**src/rtl/mmio_io_decode.sv**
```systemverilog
// Hack CPU data-port decoder: RAM at 0-8191, buttons/LEDs/press latch at 8192-8194, uniform 1-cycle read latency.
// Define MMIO_DEBOUNCE_EN to build per-button debounce counters; otherwise buttons are only synchronised.
module mmio_io_decode #(
  parameter int BUT_W           = 4,
  parameter int LED_W           = 4,
  parameter int DEBOUNCE_CYCLES = 250000
) (
  input  logic             clk,
  input  logic             rst_n,
  input  logic [15:0]      address,
  input  logic [15:0]      dataW,
  input  logic             load,
  output logic [15:0]      dataR,
  output logic             ram_load,
  input  logic [15:0]      ram_dataR,
  input  logic [BUT_W-1:0] but,
  output logic [LED_W-1:0] led
);

  localparam logic [15:0] ADDR_BUT   = 16'd8192;
  localparam logic [15:0] ADDR_LED   = 16'd8193;
  localparam logic [15:0] ADDR_PRESS = 16'd8194;

  typedef enum logic {SEL_IO = 1'b0, SEL_RAM = 1'b1} sel_t;

  if (DEBOUNCE_CYCLES < 2 || BUT_W < 1 || BUT_W > 16 || LED_W < 1 || LED_W > 16) begin : g_param_check
    $error("mmio_io_decode: parameter out of range");
  end

  sel_t             sel_q;
  logic [15:0]      io_q;
  logic [15:0]      io_rd;
  logic             ram_sel;
  logic             but_sel;
  logic             led_sel;
  logic             press_sel;
  logic [BUT_W-1:0] sync1;
  logic [BUT_W-1:0] sync2;
  logic [BUT_W-1:0] stable;
  logic [BUT_W-1:0] stable_nxt;
  logic [BUT_W-1:0] press;
  logic [BUT_W-1:0] press_clr;
  logic             unused_data_bits;

  assign ram_sel   = (address[15:13] == 3'b000);
  assign but_sel   = (address == ADDR_BUT);
  assign led_sel   = (address == ADDR_LED);
  assign press_sel = (address == ADDR_PRESS);

  // Combinational so the RAM can never be written through an alias above 8191.
  assign ram_load  = load & ram_sel;
  assign press_clr = (load && press_sel) ? dataW[BUT_W-1:0] : '0;

  assign unused_data_bits = ^dataW;

  always_comb begin
    io_rd = '0;
    if (but_sel)
      io_rd[BUT_W-1:0] = stable;
    else if (led_sel)
      io_rd[LED_W-1:0] = led;
    else if (press_sel)
      io_rd[BUT_W-1:0] = press;
  end

`ifdef MMIO_DEBOUNCE_EN
  localparam int               CNT_W   = $clog2(DEBOUNCE_CYCLES);
  localparam logic [CNT_W-1:0] CNT_MAX = CNT_W'(DEBOUNCE_CYCLES - 1);

  logic [CNT_W-1:0] cnt     [BUT_W];
  logic [CNT_W-1:0] cnt_nxt [BUT_W];

  // A new level must persist for DEBOUNCE_CYCLES consecutive cycles before it is accepted.
  always_comb begin
    for (int i = 0; i < BUT_W; i++) begin
      stable_nxt[i] = stable[i];
      cnt_nxt[i]    = '0;
      if (sync2[i] != stable[i]) begin
        if (cnt[i] == CNT_MAX)
          stable_nxt[i] = sync2[i];
        else
          cnt_nxt[i] = cnt[i] + 1'b1;
      end
    end
  end

  always_ff @(posedge clk or negedge rst_n) begin
    if (!rst_n) begin
      for (int i = 0; i < BUT_W; i++)
        cnt[i] <= '0;
    end else begin
      for (int i = 0; i < BUT_W; i++)
        cnt[i] <= cnt_nxt[i];
    end
  end
`else
  assign stable_nxt = sync2;
`endif

  // Set on a stable rising edge wins over a same-cycle write-1-to-clear.
  always_ff @(posedge clk or negedge rst_n) begin
    if (!rst_n) begin
      sync1  <= '0;
      sync2  <= '0;
      stable <= '0;
      press  <= '0;
    end else begin
      sync1  <= but;
      sync2  <= sync1;
      stable <= stable_nxt;
      press  <= (press & ~press_clr) | (stable_nxt & ~stable);
    end
  end

  always_ff @(posedge clk or negedge rst_n) begin
    if (!rst_n)
      led <= '0;
    else if (load && led_sel)
      led <= dataW[LED_W-1:0];
  end

  // io_q samples pre-write state, giving read-before-write like the RAM.
  always_ff @(posedge clk or negedge rst_n) begin
    if (!rst_n) begin
      sel_q <= SEL_IO;
      io_q  <= '0;
    end else begin
      sel_q <= ram_sel ? SEL_RAM : SEL_IO;
      io_q  <= io_rd;
    end
  end

  assign dataR = (sel_q == SEL_RAM) ? ram_dataR : io_q;

endmodule

```
**config.mk**
```make
export PLATFORM = sky130hd
export DESIGN_NAME = mmio_io_decode
export DESIGN_NICKNAME = d
export VERILOG_FILES = /design/src/rtl/mmio_io_decode.sv
export SDC_FILE = /design/constraint.sdc
export NUM_CORES = 1
export LEC_CHECK = 0
export CAP_MARGIN = 5
export CORE_ASPECT_RATIO = 1.2
export CORE_MARGIN = 1.5
export CORE_UTILIZATION = 36
export CTS_BUF_LIST = sky130_fd_sc_hd__clkbuf_8
export DETAILED_ROUTE_END_ITERATION = 8
export GPL_TIMING_DRIVEN = 0
export HOLD_SLACK_MARGIN = 0.08
export PLACE_DENSITY = 0.91
export SETUP_SLACK_MARGIN = 0.3
export SYNTH_ARGS = -nofsm -noshare
export SYNTH_HDL_FRONTEND = slang
export SYNTH_SLANG_ARGS = --single-unit
```
**constraint.sdc**
```tcl
create_clock -name clk -period 1.4 [get_ports clk]
set_clock_uncertainty 0.2 [all_clocks]
set_input_delay 0.14 -clock clk [delete_from_list [all_inputs] [get_ports clk]]
set_output_delay 0.14 -clock clk [all_outputs]
set_load 0.005 [all_outputs]
```
=== After elaboration in Yosys (flattened, before gate mapping) ===
Index checks and enable logic that the tools add are counted.

* Eq/ne operators: 3
* Mux-type cells: 6
* Bitwise operators: 6
* Reductions and logical operators: 3

{| class="wikitable"
|+ Operator list
! operator !! count
|-
| $eq A16 B14 Y1 const B || 3
|-
| $mux W16 || 1
|-
| $mux W4 || 4
|-
| $and A4 B4 Y4 || 2
|-
| $not A4 Y4 || 2
|-
| $or A4 B4 Y4 || 1
|-
| $logic_not A3 Y1 || 1
|-
| $logic_and A1 B1 Y1 || 2
|-
| $and A1 B1 Y1 || 1
|-
| $mux W1 || 1
|}

* Register bits: 25
* Input port bits: 55
* Output and inout port bits: 21
* Logic and storage cells: 25

=== Longest topological paths before layout ===
Gate-level depths: netlist of run 1.

* Depth in word-level cells: 6
* Mapped depth: 5
* Mapped depth without buffers: 4

=== Least setup slack after synthesis of run 1 ===
No wires, ideal clock.

* Kind: input -> register
* Start: in address[7]
* End: reg led[0]
* Setup time: 0.125 ns
* Arrival: 1.089 ns
* Required time: 1.075 ns
* Path slack: -0.014 ns
* Stages: 4
* Buffers on the path: 0
* Cell sequence: nor4_4 > and4_4 > nand3_4 > mux2_4

* Longest elaborated chain between the ends: 2

{| class="wikitable"
|+ Ends and longest elaborated chain
! element !! line !! text
|-
| start: declaration || 10 || <nowiki>input logic [15:0] address,</nowiki>
|-
| $eq A16 B14 Y1 || 47 || <nowiki>assign led_sel = (address == ADDR_LED);</nowiki>
|-
| $logic_and A1 B1 Y1 || 118 || <nowiki>else if (load && led_sel)</nowiki>
|-
| end signal: assignment || 119 || <nowiki>led <= dataW[LED_W-1:0];</nowiki>
|-
| end: declaration || 17 || <nowiki>output logic [LED_W-1:0] led</nowiki>
|}

No other way between the ends.
A chain may end at the register's enable or synchronous reset.

=== Final worst setup path of run 1 ===
* Start: reg sel_q
* End: out dataR[0]

* Longest elaborated chain between the ends: 1

{| class="wikitable"
|+ Ends and longest elaborated chain
! element !! line !! text
|-
| start: declaration || 30 || <nowiki>sel_t sel_q;</nowiki>
|-
| start signal: assignment || 128 || <nowiki>sel_q <= ram_sel ? SEL_RAM : SEL_IO;</nowiki>
|-
| $mux W16 || 133 || <nowiki>assign dataR = (sel_q == SEL_RAM) ? ram_dataR : io_q;</nowiki>
|-
| end: declaration || 13 || <nowiki>output logic [15:0] dataR,</nowiki>
|}

No other way between the ends.

==> results.py, run 1 <==
metrics = {
    "drt": {
        "drt-pass1-iter-count": 3,
        "vias": 1080,
        "ant_nets": 0,
        "wl_um": 3790,
        "drt_iter0_markers": 18,
        "viasPerCell": 4.98,
        "wire_per_inst_um": 17.5,
        "detail_route.drc_violations": 0,
    },
    "global_route": {
        "grt_pass1_wl_um": 5870,
        "track_usage": 0.242,
        "antenna_found_initial": 0,
        "grt_max_degree": 26,
        "grt_pass1_vias": 1287,
        "overflow": 0,
    },
    "floorplanning": {
        "coreArea_sq_um": 3030,
        "chipHeight_um": 64.2,
        "die_area_sq_um": 3460,
        "start_util": 0.371,
        "die_x_um": 54.0,
        "rows": 22,
        "io_pins": 76,
    },
    "synthesis": {
        "netlist-cell-type-count": 19,
        "synth_top_area_share": 0.557,
        "synth_compound_area_frac": 0.0491,
        "seq_area_frac_synth": 0.557,
        "synth_top_area_cell": "dfrtp_1",
        "synth_xor_area_frac": 0,
        "syn_avg_cell_area_sq_um": 13.1,
        "syn_inst": 86,
        "ys_seq_elements": 25,
        "yosys.area_share.adder": 0,
        "synth_top_family_by_area": "simple AND/OR/NAND/NOR gates",
        "syn-num-nets": 141,
        "synth_mux_area_frac": 0.129,
        "yosys.area_share.simple": 0.237,
        "yosys_warnings": 0,
        "synth.area.top_cells": "dfrtp_1 (56%), and2_1 (7.2%), mux2_4 (5.4%), mux2_2 (4.0%), nor4_4 (3.8%)",
        "synth_area_sq_um": 1120,
    },
    "setup_path": {
        "r2r-start": "led[3]$_DFFE_PN0P_",
        "cp_max_fo": 7,
        "crit_top_cell": "buf_6",
        "crit_arrival_ns": 1.30,
        "end_kind": "output pin",
        "worst_path_largest_cell_delay_ns": 0.48,
        "start_kind": "register",
        "reg2regPathDepth": 3,
        "r2r_end": "led[3]$_DFFE_PN0P_",
        "crit_type": "register to output pin",
        "critPathSlowestCell": "dfrtp_2",
        "required_ns": 1.06,
        "rrSetupSlack_ns": 0.19,
        "path_cells": "buf_6 > mux2_4 > buf_6",
    },
    "sta": {
        "hold_slack_ns": -0.344,
        "rsz0062_at_grt": "true",
        "finalCritPeriodShare": 1.17,
        "finalWorstSetupSlack_ns": -0.244,
        "maxClockFrequency_ghz": 0.608,
        "worstMarginPinSlew_ns": 0.581,
        "finalCriticalPeriod_ns": 1.64,
        "relSlewSlack": 0.613,
        "maxSlewViolCount": 0,
        "hold_viol_final": 25,
        "setup_viol": 14,
        "fin_setup_tns_ns": -2.56,
    },
    "clock_tree": {
        "max-clock-path-buffers": 2,
        "h-tree-depth": 1,
        "insertion_delay_ns": 0.27,
        "clock_sinks": 25,
        "clkTransAtPathRegs_ns": 0.08,
        "root_buffer": "clkbuf_8",
        "cts_buffers": 3,
        "cts_tree": "yes",
    },
    "placed_design": {
        "port_buffers": 62,
        "preCtsSetupSlack_ns": -0.579,
        "dpl.hpwl_um": 2140,
        "place_congestion": 0.844,
        "place_area_sq_um": 1800,
    },
    "layout": {
        "postLayoutCellArea_sq_um": 2110,
        "diodes": 0,
        "fin_nets": 237,
        "area_growth_pct": 88.2,
        "drive_above_1_share": 0.530,
        "final_common_cell": "buf_6",
        "mostFrequentLayoutCells": "buf_6 (34), clkdlybuf4s50_1 (24), dfrtp_1 (24), buf_4 (15), buf_2 (14)",
    },
    "power_and_ir_drop": {
        "power_density_nw_per_um2": 680,
        "power.leakage_uw": 0.00105,
        "peakVddDrop_mv": 0.556,
    },
    "outcome": {
        "failed_checks": "negative hold slack, negative setup slack",
        "run_status": "finished with violations",
    },
    "min_path": {
        "hold_class": "input port to asynchronous set/reset pin",
    },
    "run": {
        "maxCapViolations": 0,
    },
}
synth_stat cells (all sizes together):
master	number
dfrtp	25
and2	13
nor2	9
mux2	8
nand4	5
a21oi	4
a22o	4
inv	4
mux2i	4
nor2b	2
nor4	2
and4	1
buf	1
clkbuf	1
nand3	1
nor3	1
nor4b	1
area by class of cell:
cell class                      count  area [sq um]
Sequential cell                    25           627
Clock inverter                      1          3.75
Multi-Input combinational cell     55           512
Inverter                            4          15.0
Tap cell                           36          45.0
Buffer                              2          25.0
Clock buffer                        3          41.3
Fill cell                         211           916
Timing Repair Buffer               91           843
worst max-delay path, delay by kind of cell (launching register included):
kind / cells / cell delay, ns
mux: 1 / 0.29
flops: 1 / 0.48
buf+inv: 2 / 0.27
flip-flops by register name, indices dropped and copies added (netlist names):
register	flops
stable_nxt	4
sync1	4
sel_q	1
press	4
io_q	4
led	4
stable	4
where the power goes:
part           internal, uW  total [uW]  switching, uW  leakage (uW)
clock                   196         407            211     0.0000269
sequential              740         751           11.1      0.000299
combinational           179         278           98.5      0.000721
timing repair:
action,in CTS,in global routing
endpoints found under the setup margin,58,57
endpoints found under the hold margin,25,25
setup buffers,28,0
pin swaps,12,3
gates resized for setup,185,7
cloned,1,0
worst max path at each step:
stage	start	to	slack [ns]	cells after the start
after CTS	sel_q$_DFF_PN0_	dataR[1]	-0.24	3
after global placement	address[7]	led[2]$_DFFE_PN0P_	-0.53	5
after global routing	sel_q$_DFF_PN0_	dataR[0]	-0.28	3
final	sel_q$_DFF_PN0_	dataR[0]	-0.24	3
after floorplan	address[8]	led[0]$_DFFE_PN0P_	-0.005	4
after detailed placement	address[8]	led[2]$_DFFE_PN0P_	-0.58	5
through the flow:
stage / hold slack [ns] / total power [uW] / utilization / std cells
after floorplan: -0.356 / 814 / - / 86
after global placement: 0.135 / 985 / 0.594 / 184
after detailed placement: 0.135 / 992 / 0.594 / 184
after CTS: -0.0420 / 1430 / 0.695 / 217
after global routing: -0.301 / 1500 / 0.698 / 217
final: -0.344 / 1440 / 0.698 / 217
routing by layer:
layer  wire length [um]  vias up  global-route usage
li1                   -      488                   -
met1               1180      520               0.202
met2               2190       59               0.466
met3                301       13              0.0631
met4                125        0               0.141
met5                  0        -                   0
cell families (layout without fill, tap and decap cells):
group / after synthesis / in the layout
AND/OR/NAND/NOR: 35 / 35
flip-flops: 25 / 25
multiplexers: 12 / 12
AO/OA/AOI/OAI: 8 / 8
buffers and inverters: 6 / 101
(Power assumes the default switching activity.)
==> inputs of run 2 (changes only) <==
REMOVE_ABC_BUFFERS = 1   (was unset)
==> run 2 against run 1 <==
Against the previous run:
- the run still ends with negative hold slack, negative setup slack left
- maximum frequency grew 3.1%
- sequential share of layout area grew 0.70 points
- combinational power is essentially flat
- via count shrank 0.93%
- hold slack gained 0.11 ns
- worst setup slack gained 0.049 ns
- clock power grew 2%
- die area is the same
- register-to-register slack gained 0.08 ns
- power grew 0.36%
- wire length grew 2.0%
- highest routed layer unchanged
==> results.py, run 2 (same netlist as run 1, synthesis figures left out) <==
metrics = {
    "clock_tree": {
        "clkTransAtPathRegs_ns": 0.08,
        "h-tree-depth": 1,
        "cts_tree": "yes",
        "insertion_delay_ns": 0.27,
        "clock_sinks": 25,
        "root_buffer": "clkbuf_8",
        "cts_buffers": 3,
        "max-clock-path-buffers": 2,
    },
    "setup_path": {
        "cp_max_fo": 5,
        "end_kind": "output pin",
        "critPathCapture": "dataR[0]",
        "cp.depth": 3,
        "r2r-start": "press[3]$_DFF_PN0_",
        "required_ns": 1.06,
        "startpoint": "sel_q$_DFF_PN0_",
        "critical_path.top_delay_family": "flip-flops",
        "path_buf_inv": 2,
        "worst_path_largest_cell_delay_ns": 0.41,
        "reg2regPathDepth": 4,
        "path_cells": "buf_12 > mux2_2 > buf_6",
        "critPathSlowestCell": "dfrtp_2",
        "r2r_end": "io_q[3]$_DFF_PN0_",
        "crit_type": "register to output pin",
        "crit_arrival_ns": 1.25,
        "start_kind": "register",
        "rrSetupSlack_ns": 0.27,
    },
    "global_route": {
        "overflow": 0,
        "grt_pass1_wl_um": 5360,
        "track_usage": 0.221,
        "grt_max_degree": 26,
        "antenna_found_initial": 0,
        "grt_pass1_vias": 1099,
    },
    "floorplanning": {
        "io_pins": 76,
        "start_util": 0.371,
        "die_x_um": 54.0,
        "coreArea_sq_um": 3030,
        "rows": 22,
        "die_area_sq_um": 3460,
        "chipHeight_um": 64.2,
    },
    "sta": {
        "maxClockFrequency_ghz": 0.627,
        "hold_viol_final": 25,
        "finalCriticalPeriod_ns": 1.59,
        "finalWorstSetupSlack_ns": -0.195,
        "finalCritPeriodShare": 1.14,
        "relSlewSlack": 0.590,
        "maxSlewViolCount": 0,
        "fin_setup_tns_ns": -2.13,
        "rsz0062_at_grt": "true",
        "hold_slack_ns": -0.231,
        "setup_viol": 16,
        "worstMarginPinSlew_ns": 0.615,
    },
    "drt": {
        "wire_per_inst_um": 18.2,
        "drt_iter0_markers": 37,
        "drt-pass1-iter-count": 4,
        "vias": 1070,
        "viasPerCell": 5.05,
        "detail_route.drc_violations": 0,
        "wl_um": 3870,
        "ant_nets": 0,
    },
    "layout": {
        "area_growth_pct": 83.8,
        "finalNonFillerCells": 212,
        "diodes": 0,
        "postLayoutCellArea_sq_um": 2060,
        "postLayoutCoreUtil": 0.681,
        "mostFrequentLayoutCells": "buf_6 (27), clkdlybuf4s50_1 (24), dfrtp_1 (24), buf_4 (16)",
        "fin_nets": 232,
        "final_common_cell": "buf_6",
        "drive_above_1_share": 0.528,
    },
    "power_and_ir_drop": {
        "power_density_nw_per_um2": 699,
        "power.leakage_uw": 0.00102,
        "fin_total_pwr_uw": 1440,
        "peakVddDrop_mv": 0.583,
    },
    "placed_design": {
        "place_inst": 183,
        "place_area_sq_um": 1780,
        "place_congestion": 0.871,
        "port_buffers": 63,
        "dpl.hpwl_um": 2180,
    },
    "outcome": {
        "run_status": "finished with violations",
        "failed_checks": "negative hold slack, negative setup slack",
    },
    "run": {
        "maxCapViolations": 0,
    },
    "min_path": {
        "hold_class": "input port to asynchronous set/reset pin",
    },
}
run 2: cell types whose count changed in the layout (fill, tap and decap cells not counted), moves of 2 or more:
cell,change
and2_1,-4
and2_4,+4
buf_6,-7
clkbuf_8,-2
mux2_2,+4
mux2_4,-4
run 2: layer usage:
metal / part of all wire / global-route usage
met3: 0.072 / 0.0327
met1: 0.33 / 0.208
met4: 0.052 / 0.0906
met5: 0 / 0
met2: 0.55 / 0.438
run 2: area by class of cell:
cell class | count | area (sq um)
Tap cell | 36 | 45.0
Clock buffer | 3 | 41.3
Multi-Input combinational cell | 55 | 510
Sequential cell | 25 | 627
Inverter | 4 | 15.0
Timing Repair Buffer | 88 | 821
Fill cell | 192 | 965
Clock inverter | 1 | 3.75
run 2: worst reg2reg max path, cell delays in order, from the launching register on:
cell and delay (ns):
dfrtp_1 0.39, mux2i_1 0.13, nor2_1 0.06, a21oi_1 0.16, nor2_1 0.08
run 2: report_power, final:
part	internal (uW)	leakage, uW	switching (uW)
clock	196	0.0000269	218
sequential	740	0.000299	9.48
combinational	176	0.000692	102
run 2: how the worst min path moves through the flow:
stage	to	cells past startpoint	startpoint	slack [ns]
CTS	sync1[2]$_DFF_PN0_	1	rst_n	-0.22
global placement	stable_nxt[3]$_DFF_PN0_	0	sync1[3]$_DFF_PN0_	0.13
finish	press[3]$_DFF_PN0_	1	rst_n	-0.23
floorplan	io_q[0]$_DFF_PN0_	0	rst_n	-0.36
global route	stable[1]$_DFF_PN0_	1	rst_n	-0.19
detailed placement	stable_nxt[2]$_DFF_PN0_	0	sync1[2]$_DFF_PN0_	0.13
run 2: metrics by stage:
step | hold WS (ns) | setup slack [ns]
global placement | 0.133 | -0.540
detailed placement | 0.135 | -0.569
finish | -0.231 | -0.195
global route | -0.188 | -0.203
floorplan | -0.356 | -0.0144
CTS | -0.218 | -0.160
run 2: timing repair:
item | CTS | global route
resized for setup | 175 | 16
setup buffers | 23 | 2
setup endpoints to repair | 58 | 33
pin swaps | 11 | 4
hold endpoints to repair | 27 | 25
